**src/rtl/wb_stage_pkg.sv**
```systemverilog
// Shared CPU definitions used by the writeback stage: load encodings,
// the register-file write request type and the load-data formatter.
package wb_stage_pkg;

    localparam logic [2:0] F3_LB  = 3'b000;
    localparam logic [2:0] F3_LH  = 3'b001;
    localparam logic [2:0] F3_LW  = 3'b010;
    localparam logic [2:0] F3_LBU = 3'b100;
    localparam logic [2:0] F3_LHU = 3'b101;

    typedef struct packed {
        logic [4:0]  rd;
        logic [31:0] data;
    } wb_req_t;

    // Halfword selection uses only addr_lo[1]; unknown funct3 passes the word through.
    function automatic logic [31:0] format_load(input logic [2:0]  funct3,
                                                input logic [1:0]  addr_lo,
                                                input logic [31:0] rdata);
        logic [7:0]  byte_sel;
        logic [15:0] half_sel;
        logic [31:0] result;

        case (addr_lo)
            2'd0:    byte_sel = rdata[7:0];
            2'd1:    byte_sel = rdata[15:8];
            2'd2:    byte_sel = rdata[23:16];
            default: byte_sel = rdata[31:24];
        endcase

        half_sel = addr_lo[1] ? rdata[31:16] : rdata[15:0];

        case (funct3)
            F3_LB:   result = {{24{byte_sel[7]}}, byte_sel};
            F3_LH:   result = {{16{half_sel[15]}}, half_sel};
            F3_LW:   result = rdata;
            F3_LBU:  result = {24'd0, byte_sel};
            F3_LHU:  result = {16'd0, half_sel};
            default: result = rdata;
        endcase
        return result;
    endfunction

endpackage

```
**src/rtl/wb_fifo.sv**
```systemverilog
// In-order queue for long-latency unit responses awaiting a free writeback slot.
// DEPTH must be a power of two so the pointers wrap naturally.
module wb_fifo
    import wb_stage_pkg::*;
#(
    parameter int DEPTH = 2
) (
    input  logic           clk,
    input  logic           rst,
    input  logic           push,
    input  logic           pop,
    input  wb_req_t        push_data,
    output wb_req_t        head,
    output logic           full,
    output logic           empty,
    output logic [DEPTH:0] count
);

    localparam int PTR_W = (DEPTH > 1) ? $clog2(DEPTH) : 1;
    localparam int CNT_W = DEPTH + 1;

    wb_req_t           mem_q [DEPTH];
    wb_req_t           mem_d [DEPTH];
    logic [PTR_W-1:0]  wr_ptr_q, wr_ptr_d;
    logic [PTR_W-1:0]  rd_ptr_q, rd_ptr_d;
    logic [CNT_W-1:0]  count_q, count_d;

    always_comb begin
        mem_d    = mem_q;
        wr_ptr_d = wr_ptr_q;
        rd_ptr_d = rd_ptr_q;
        count_d  = count_q;

        if (push) begin
            mem_d[wr_ptr_q] = push_data;
            wr_ptr_d        = wr_ptr_q + PTR_W'(1);
        end
        if (pop) begin
            rd_ptr_d = rd_ptr_q + PTR_W'(1);
        end

        case ({push, pop})
            2'b10:   count_d = count_q + CNT_W'(1);
            2'b01:   count_d = count_q - CNT_W'(1);
            default: count_d = count_q;
        endcase
    end

    always_ff @(posedge clk or posedge rst) begin
        if (rst) begin
            wr_ptr_q <= '0;
            rd_ptr_q <= '0;
            count_q  <= '0;
        end else begin
            wr_ptr_q <= wr_ptr_d;
            rd_ptr_q <= rd_ptr_d;
            count_q  <= count_d;
        end
    end

    // Payload storage needs no reset; occupancy alone decides what is valid.
    always_ff @(posedge clk) begin
        mem_q <= mem_d;
    end

    assign head  = mem_q[rd_ptr_q];
    assign full  = (count_q == CNT_W'(DEPTH));
    assign empty = (count_q == '0);
    assign count = count_q;

endmodule

```
**src/rtl/wb_stage.sv**
```systemverilog
// Writeback stage: owns the single register-file write port, arbitrating between
// the pipeline result and queued long-latency responses, with a starvation stall.
module wb_stage
    import wb_stage_pkg::*;
#(
    parameter int LU_FIFO_DEPTH = 2,
    parameter int STARVE_LIMIT  = 8
) (
    input  logic        clk,
    input  logic        rst,
    input  logic        i_M_wb_en,
    input  logic [4:0]  i_M_rd_index,
    input  logic        i_M_is_load,
    input  logic [2:0]  i_M_funct3,
    input  logic [1:0]  i_M_addr_lo,
    input  logic [31:0] i_M_alu_result,
    input  logic [31:0] i_M_ld_rdata,
    input  logic        i_lu_valid,
    input  logic [4:0]  i_lu_rd_index,
    input  logic [31:0] i_lu_data,
    output logic        o_lu_ready,
    output logic        o_stall_req,
    output logic        o_wb_en,
    output logic [4:0]  o_wb_rd_index,
    output logic [31:0] o_wb_data
);

    localparam int STV_W = $clog2(STARVE_LIMIT + 1);

    wb_req_t                fifo_head;
    wb_req_t                lu_req;
    logic                   fifo_full;
    logic                   fifo_empty;
    logic [LU_FIFO_DEPTH:0] fifo_count;
    logic                   fifo_push;
    logic                   fifo_pop;

    logic                   pipe_busy;
    logic                   lu_keep;
    logic [31:0]            pipe_data;

    logic                   stall_q, stall_d;
    logic [STV_W-1:0]       starve_q, starve_d;
    logic                   wb_en_q, wb_en_d;
    logic [4:0]             wb_rd_q, wb_rd_d;
    logic [31:0]            wb_data_q, wb_data_d;

    assign lu_req    = '{rd: i_lu_rd_index, data: i_lu_data};
    // A stall cycle turns the MEM slot into a bubble so the queue head can retire.
    assign pipe_busy = i_M_wb_en && (i_M_rd_index != '0) && !stall_q;
    // Responses to x0 are handshaken but never occupy a queue entry or write slot.
    assign lu_keep   = i_lu_valid && !fifo_full && (i_lu_rd_index != '0);
    assign pipe_data = i_M_is_load ? format_load(i_M_funct3, i_M_addr_lo, i_M_ld_rdata)
                                   : i_M_alu_result;

    always_comb begin
        fifo_push = 1'b0;
        fifo_pop  = 1'b0;
        wb_en_d   = 1'b0;
        wb_rd_d   = wb_rd_q;
        wb_data_d = wb_data_q;

        if (pipe_busy) begin
            wb_en_d   = 1'b1;
            wb_rd_d   = i_M_rd_index;
            wb_data_d = pipe_data;
            fifo_push = lu_keep;
        end else if (!fifo_empty) begin
            wb_en_d   = 1'b1;
            wb_rd_d   = fifo_head.rd;
            wb_data_d = fifo_head.data;
            fifo_pop  = 1'b1;
            fifo_push = lu_keep;
        end else if (lu_keep) begin
            wb_en_d   = 1'b1;
            wb_rd_d   = lu_req.rd;
            wb_data_d = lu_req.data;
        end
    end

    always_comb begin
        starve_d = starve_q;
        if (fifo_pop || (fifo_count == '0)) begin
            starve_d = '0;
        end else if (starve_q != STV_W'(STARVE_LIMIT)) begin
            starve_d = starve_q + STV_W'(1);
        end
        stall_d = (starve_d == STV_W'(STARVE_LIMIT));
    end

    always_ff @(posedge clk or posedge rst) begin
        if (rst) begin
            stall_q   <= 1'b0;
            starve_q  <= '0;
            wb_en_q   <= 1'b0;
            wb_rd_q   <= '0;
            wb_data_q <= '0;
        end else begin
            stall_q   <= stall_d;
            starve_q  <= starve_d;
            wb_en_q   <= wb_en_d;
            wb_rd_q   <= wb_rd_d;
            wb_data_q <= wb_data_d;
        end
    end

    wb_fifo #(
        .DEPTH (LU_FIFO_DEPTH)
    ) u_lu_fifo (
        .clk       (clk),
        .rst       (rst),
        .push      (fifo_push),
        .pop       (fifo_pop),
        .push_data (lu_req),
        .head      (fifo_head),
        .full      (fifo_full),
        .empty     (fifo_empty),
        .count     (fifo_count)
    );

    assign o_lu_ready    = !fifo_full;
    assign o_stall_req   = stall_q;
    assign o_wb_en       = wb_en_q;
    assign o_wb_rd_index = wb_rd_q;
    assign o_wb_data     = wb_data_q;

endmodule

```
**config.mk**
```make
export PLATFORM = sky130hd
export DESIGN_NAME = wb_stage
export DESIGN_NICKNAME = d
export VERILOG_FILES = /design/src/rtl/wb_stage_pkg.sv /design/src/rtl/wb_fifo.sv /design/src/rtl/wb_stage.sv
export SDC_FILE = /design/constraint.sdc
export NUM_CORES = 1
export LEC_CHECK = 0
export ABC_AREA = 0
export ABC_CLOCK_PERIOD_IN_PS = 4100
export CAP_MARGIN = 20
export CORE_MARGIN = 1
export CORE_UTILIZATION = 45
export DETAILED_ROUTE_END_ITERATION = 10
export GPL_TIMING_DRIVEN = 0
export PLACE_DENSITY = 0.77
export SETUP_SLACK_MARGIN = 0.15
export SKIP_CTS_REPAIR_TIMING = 1
export SYNTH_ARGS = -nofsm -noshare
export SYNTH_HDL_FRONTEND = slang
export SYNTH_SLANG_ARGS = --single-unit
export TNS_END_PERCENT = 20
```
**constraint.sdc**
```tcl
create_clock -name clk -period 4.1 [get_ports clk]
set_input_delay 0.82 -clock clk [delete_from_list [all_inputs] [get_ports clk]]
set_output_delay 0.82 -clock clk [all_outputs]
set_load 0.01 [all_outputs]
```
Yosys cells after proc, flatten, opt, wreduce, memory -nomap -nowiden
Cells that the tools add are included.
{"block": "word_totals", "latch_bits": 0, "ram_bits": 0, "output_inout_bits": 40, "wordCells": 73, "romBits": 0, "regBits": 122, "mem_count": 0}
{"block": "op_classes", "mux": 26, "reduce_logical": 14, "magnitude_cmp": 3, "shifts": 0, "mul": 0, "n_addsub": 5, "div_mod_pow": 0, "n_eq_ne": 11, "bitwise": 2}
{"cell": "two-way mux 37 bit", "n": 4}
{"cell": "two-way mux 32 bit", "n": 4}
{"cell": "case mux 32 bit (4 select lines)", "n": 1}
{"cell": "bitwise mux 74 bit", "n": 1}
{"cell": "demux 37 bit (select 1 bit)", "n": 1}
{"cell": "case mux 8 bit (3 select lines)", "n": 1}
{"cell": "two-way mux 16 bit", "n": 1}
{"cell": "two-way mux 5 bit", "n": 3}
{"cell": "nonzero test 5 bit", "n": 2}
{"cell": "two-way mux 4 bit", "n": 2}
{"cell": "two-way mux 1 bit", "n": 7}
{"cell": "equality test 3 bit (second input constant)", "n": 2}
{"cell": "zero test 3 bit", "n": 2}
{"cell": "case mux 3 bit (2 select lines)", "n": 1}
{"cell": "logical AND 1 bit", "n": 5}
{"cell": "adder 4 x 1 -> 4 bit (second input constant)", "n": 1}
{"cell": "equality test 2 x 1 -> 1 bit (second input constant)", "n": 2}
{"cell": "equality test 2 bit (second input constant)", "n": 2}
{"cell": "equality test 4 bit (second input constant)", "n": 1}
{"cell": "greater-or-equal comparator 2 bit (second input constant)", "n": 2}
{"cell": "inequality test 4 bit (second input constant)", "n": 1}
{"cell": "NOT 1 -> 2 bit", "n": 2}
{"cell": "adder 3 x 1 -> 3 bit (second input constant)", "n": 1}
{"cell": "equality test 3 x 1 -> 1 bit (second input constant)", "n": 1}
{"cell": "other kinds (9)", "n": 11}

Longest topological paths before layout
{"block": "logic_depth", "depth_word": 8, "depth_mapped": 11, "depth_no_buf": 9}

Hierarchy
From an unflattened synthesis, not the netlist that was laid out.
{"block": "unflattened", "cells_unflattened": 516, "area_unflattened_um2": 6054.6}
{"module": "wb_stage", "area_each_um2": 3047.9, "cells_each": 378, "instances": 1, "seq_area_each_um2": 1076.0}
{"module": "wb_fifo", "area_each_um2": 3006.6, "cells_each": 138, "instances": 1, "seq_area_each_um2": 2347.3}

Worst setup path after synthesis
No wires, ideal clock.
{"block": "synth_path", "kind": "input to register", "start": "input port i_M_wb_en", "end": "register u_lu_fifo.mem_q[0] (netlist name), enable pin", "path_buffers": 1, "slack_ps": 638, "cell_stages": 5, "arrival_ps": 3031, "setup_ps": 431, "cell_sequence": "nor2b_1 -> buf_2 -> o211ai_1 -> a21o_1 -> nor2_1"}
{"block": "synth_between", "elab_chain_cells": 3}
{"element": "start, declared", "line": "wb_stage.sv:11", "text": "input logic i_M_wb_en,"}
{"element": "logical AND 1 bit (2 in a row)", "line": "wb_stage.sv:50", "text": "assign pipe_busy = i_M_wb_en && (i_M_rd_index != '0) && !stall_q;"}
{"element": "two-way mux 1 bit", "line": "wb_stage.sv:63", "text": "if (pipe_busy) begin"}
{"element": "end signal, assigned", "line": "wb_fifo.sv:63", "text": "mem_q <= mem_d;"}
{"element": "end, declared", "line": "wb_fifo.sv:22", "text": "wb_req_t mem_q [DEPTH];"}
No other way between the ends.
A chain may end at the register's enable or synchronous reset.

Worst setup path in the final report
{"block": "layout_path", "start": "input port i_lu_rd_index[0]", "end": "register u_lu_fifo.count_q[2], in the netlist u_lu_fifo.count[2]"}
{"block": "layout_between", "elab_chain_cells": 6, "word_cells_on_any_way": 8}
{"element": "start, declared", "line": "wb_stage.sv:19", "text": "input logic [4:0] i_lu_rd_index,"}
{"element": "nonzero test 5 bit *", "line": "wb_stage.sv:52", "text": "assign lu_keep = i_lu_valid && !fifo_full && (i_lu_rd_index != '0);"}
{"element": "logical AND 1 bit *", "line": "wb_stage.sv:52"}
{"element": "two-way mux 1 bit", "line": "wb_stage.sv:68", "text": "end else if (!fifo_empty) begin"}
{"element": "two-way mux 1 bit *", "line": "wb_stage.sv:63"}
{"element": "equality test 2 x 1 -> 1 bit / equality test 2 bit (equally long branches)", "line": "wb_fifo.sv:42", "text": "case ({push, pop})"}
{"element": "case mux 3 bit (2 select lines) / nonzero test 2 bit (equally long branches)"}
{"element": "end signal, assigned", "line": "wb_fifo.sv:57", "text": "count_q <= count_d;"}
{"element": "end, declared", "line": "wb_fifo.sv:26", "text": "logic [CNT_W-1:0] count_q, count_d;"}
Every way passes the cells marked *; elsewhere a longest branch is shown, timed or not.

==> summary.md <==
| Metric | Value |
|---|---|
| Outcome | completed |
| Starting density of the core | 46.9% |
| Area occupied by multi-input gates | 2600 um^2 |
| Yosys reg bits | 122 |
| CTS Root Cell | clkbuf_16 |
| Critical Path End Type | register |
| Clock tree buffer depth | 2 |
| Area growth syn-to-layout | 38.6% |
| CTS tree | done |
| R2r setup slk | 1230 ps |
| Post-DP HPWL | 16.0 mm |
| Port buffer count | 154 |
| Hold Crit Depth | 1 |
| Die Y-Extent | 120 um |
| Post-Place Worst Slack | 233 ps |
| Share of layout cells above drive strength 1 | 8.31% |
| Total number of vias | 5833 |
| Grt total ovfl | 0 |
| ANT nets after route | 0 |
| Post-layout power | 5.14 mW |
| Vias per cell | 6.25 |
| Slew headroom | 29.2% |
| WL/cell | 23.1 um |
| Syn Nets | 689 |
| Max-cap violations | 0 |
| Worst-skew pair later-pin latency | 430 ps |
| Total negative slack | 0 ps |
| Total core area | 13500 um^2 |
| Initial antenna violation count | 0 |
| CTS Sinks | 122 |
| First-pass DRT Iterations | 5 |
| Fin Clk Skew | 7.07 ps |
| Fraction of registers with async set/reset | 39.3% |
| Critical Path End | u_lu_fifo.count[2] |
| Launch point of the critical path | i_lu_rd_index[0] |
| RR Startpoint | u_lu_fifo.count[0] |
| Unrepaired setup endpoints after global routing | false |
| Final Hold Vio Count | 0 |
| Diode count | 0 |
| Hold Startpoint | o_wb_data[7] |
| R2r worst-path depth | 9 |
| CTS Buf Count | 17 |
| Fillers | 1096 |
| Pwr/cell area | 588 nW/um^2 |
| Setup violators final | 0 |
| Drt total wl | 21.5 mm |
| Level count of the clock H-tree | 4 |
| Most common flop cell mapped by yosys | edfxtp_1 |
| Leakage | 3.25 nW |
| Critical path class | in2reg |
| Worst-Margin Slew | 1050 ps |
| Worst min path class | reg2reg |
| Final worst path period share | 84.4% |
| Max Fclk | 0.289 GHz |
| Post-synth EDFFs | 74 |
| Avg Cell Area, Syn | 11.1 um^2 |
| VDD IR-drop max | 386 uV |
| Number of global-route vias before repair | 5872 |
| Worst Hold Margin | 531 ps |
| Largest net degree at the start of global routing | 34 |
| Tmin final | 3460 ps |
| DRC Markers | 0 |
| CP max FO | 10 |
| Final Util | 65.0% |
| Slew Limit Fails | 0 |
| Die width | 120 um |
| Critical Path AT | 3800 ps |
| Core Rows | 42 |
| Final #Nets | 865 |
| YS warnings | 0 |
| Clk slew on worst S/H paths | 50 ps |
| Count of boundary I/O pins | 156 |
| Cell count after synthesis | 569 |
| Sequential fraction of the synthesis area | 54.3% |
| First-pass GRT wire length | 32.9 mm |
| DRT iter0 DRCs | 538 |
| Synth unique cells | 57 |
| Kind of start point of the critical path | input pin |
| CP Data Required Time | 4440 ps |
| Routability cong. | 0.911 |
| GRT Total Usage | 30.8% |
| Crit path setup slack, layout | 640 ps |
| Die Area | 14500 um^2 |
| Synth Cell Area | 6300 um^2 |
| Register area | 3420 um^2 |
| Reg-to-reg critical path endpoint | u_lu_fifo.count[2] |
worst min path at each step:
| stage | to | slack (ps) |
|---|---|---|
| after floorplan | u_lu_fifo.wr_ptr_q | 470 |
| after global placement | u_lu_fifo.wr_ptr_q | 490 |
| after detailed placement | o_wb_data[7] | 520 |
| after CTS | o_wb_data[7] | 530 |
| after global routing | o_wb_data[7] | 550 |
| final | o_wb_data[7] | 530 |
kinds of logic (layout without fill, tap and decap cells):
logic type	after synthesis	after routing	synth area share (%)
AOI/OAI and AO/OA	178	178	20.4
xor gates and xnor gates	7	7	0.972
adders and majority gates	4	4	0.913
buffers and inverters	72	261	4.76
DFF	122	122	54.3
muxes	46	46	7.60
and+or+nand+nor	140	140	11.0
cell usage after synthesis (4+ instances only):
cell type / instances / area (um^2)
a2111oi_0: 4 / 35.0
a32oi_1: 6 / 52.6
o21ai_0: 24 / 120
a21oi_1: 27 / 135
a211oi_1: 11 / 82.6
xor2_1: 4 / 35.0
dfrtp_1: 48 / 1200
a31oi_1: 9 / 56.3
o211ai_1: 27 / 203
mux2_2: 5 / 56.3
nor4_1: 10 / 62.6
nor3_1: 5 / 25.0
o22ai_1: 4 / 25.0
nor2_1: 24 / 90.1
nand2_1: 51 / 191
nor2b_1: 14 / 87.6
clkbuf_1: 31 / 116
mux2i_1: 40 / 400
inv_1: 21 / 78.8
nand4_1: 18 / 113
o221ai_1: 18 / 158
a221oi_1: 24 / 210
edfxtp_1: 74 / 2220
and2_1: 4 / 25.0
buf_2: 15 / 75.1
sequential cells by signal, indices dropped and copies added (netlist names), 3 cells and up:
| name | flops |
|---|---|
| u_lu_fifo.count | 3 |
| starve_q | 4 |
| u_lu_fifo.mem_q | 74 |
| o_wb_rd_index | 5 |
| o_wb_data | 32 |
worst max-delay path, stage by stage:
cell	delay, ps
clkdlybuf4s50_1	490
or3_1	490
o21ai_1	230
buf_2	330
a21o_1	280
ha_1	240
inv_1	70
fa_1	380
xor2_1	150
nor2_1	140
xor2_1	170
per-stage QoR:
stage	area [um^2]	cells
3_3_place_gp	8070	899
4_1_cts	8740	934
3_5_place_dp	8160	902
6_report	8740	934
2_1_floorplan	6300	569
5_1_grt	8740	934
where the power goes:
group          internal (mW)  total, mW  switching [mW]
combinational          0.817       1.81           0.990
clock                  0.931       1.47           0.534
sequential              1.68       1.86           0.183
layout make-up:
class	instances	area share, %
plain buffers	50	2.49
clock buffers	26	5.96
clock inverters	6	0.702
inverters	22	0.945
multi-input cells	375	29.7
flip-flops and latches	122	39.2
well taps	176	2.52
repair buffers	157	18.5
routing by layer:
layer  share of wire [%]  track usage, %  vias to the layer above
met5                   0               0                        -
met4                 3.3            15.7                        0
met3                 7.9            5.80                       55
met2                  47            47.1                      346
met1                  42            41.7                     2855
li1                    -               -                     2577
cells in the final DEF, fill, tap and decap left out, drive strengths merged, types with 24 or more instances in the layout:
master,instances
nor2,24
clkbuf,57
a21oi,27
o211ai,27
dfrtp,48
a221oi,24
nand2,51
mux2i,40
edfxtp,74
clkdlybuf4s50,154
o21ai,26
(Power assumes the default switching activity.)
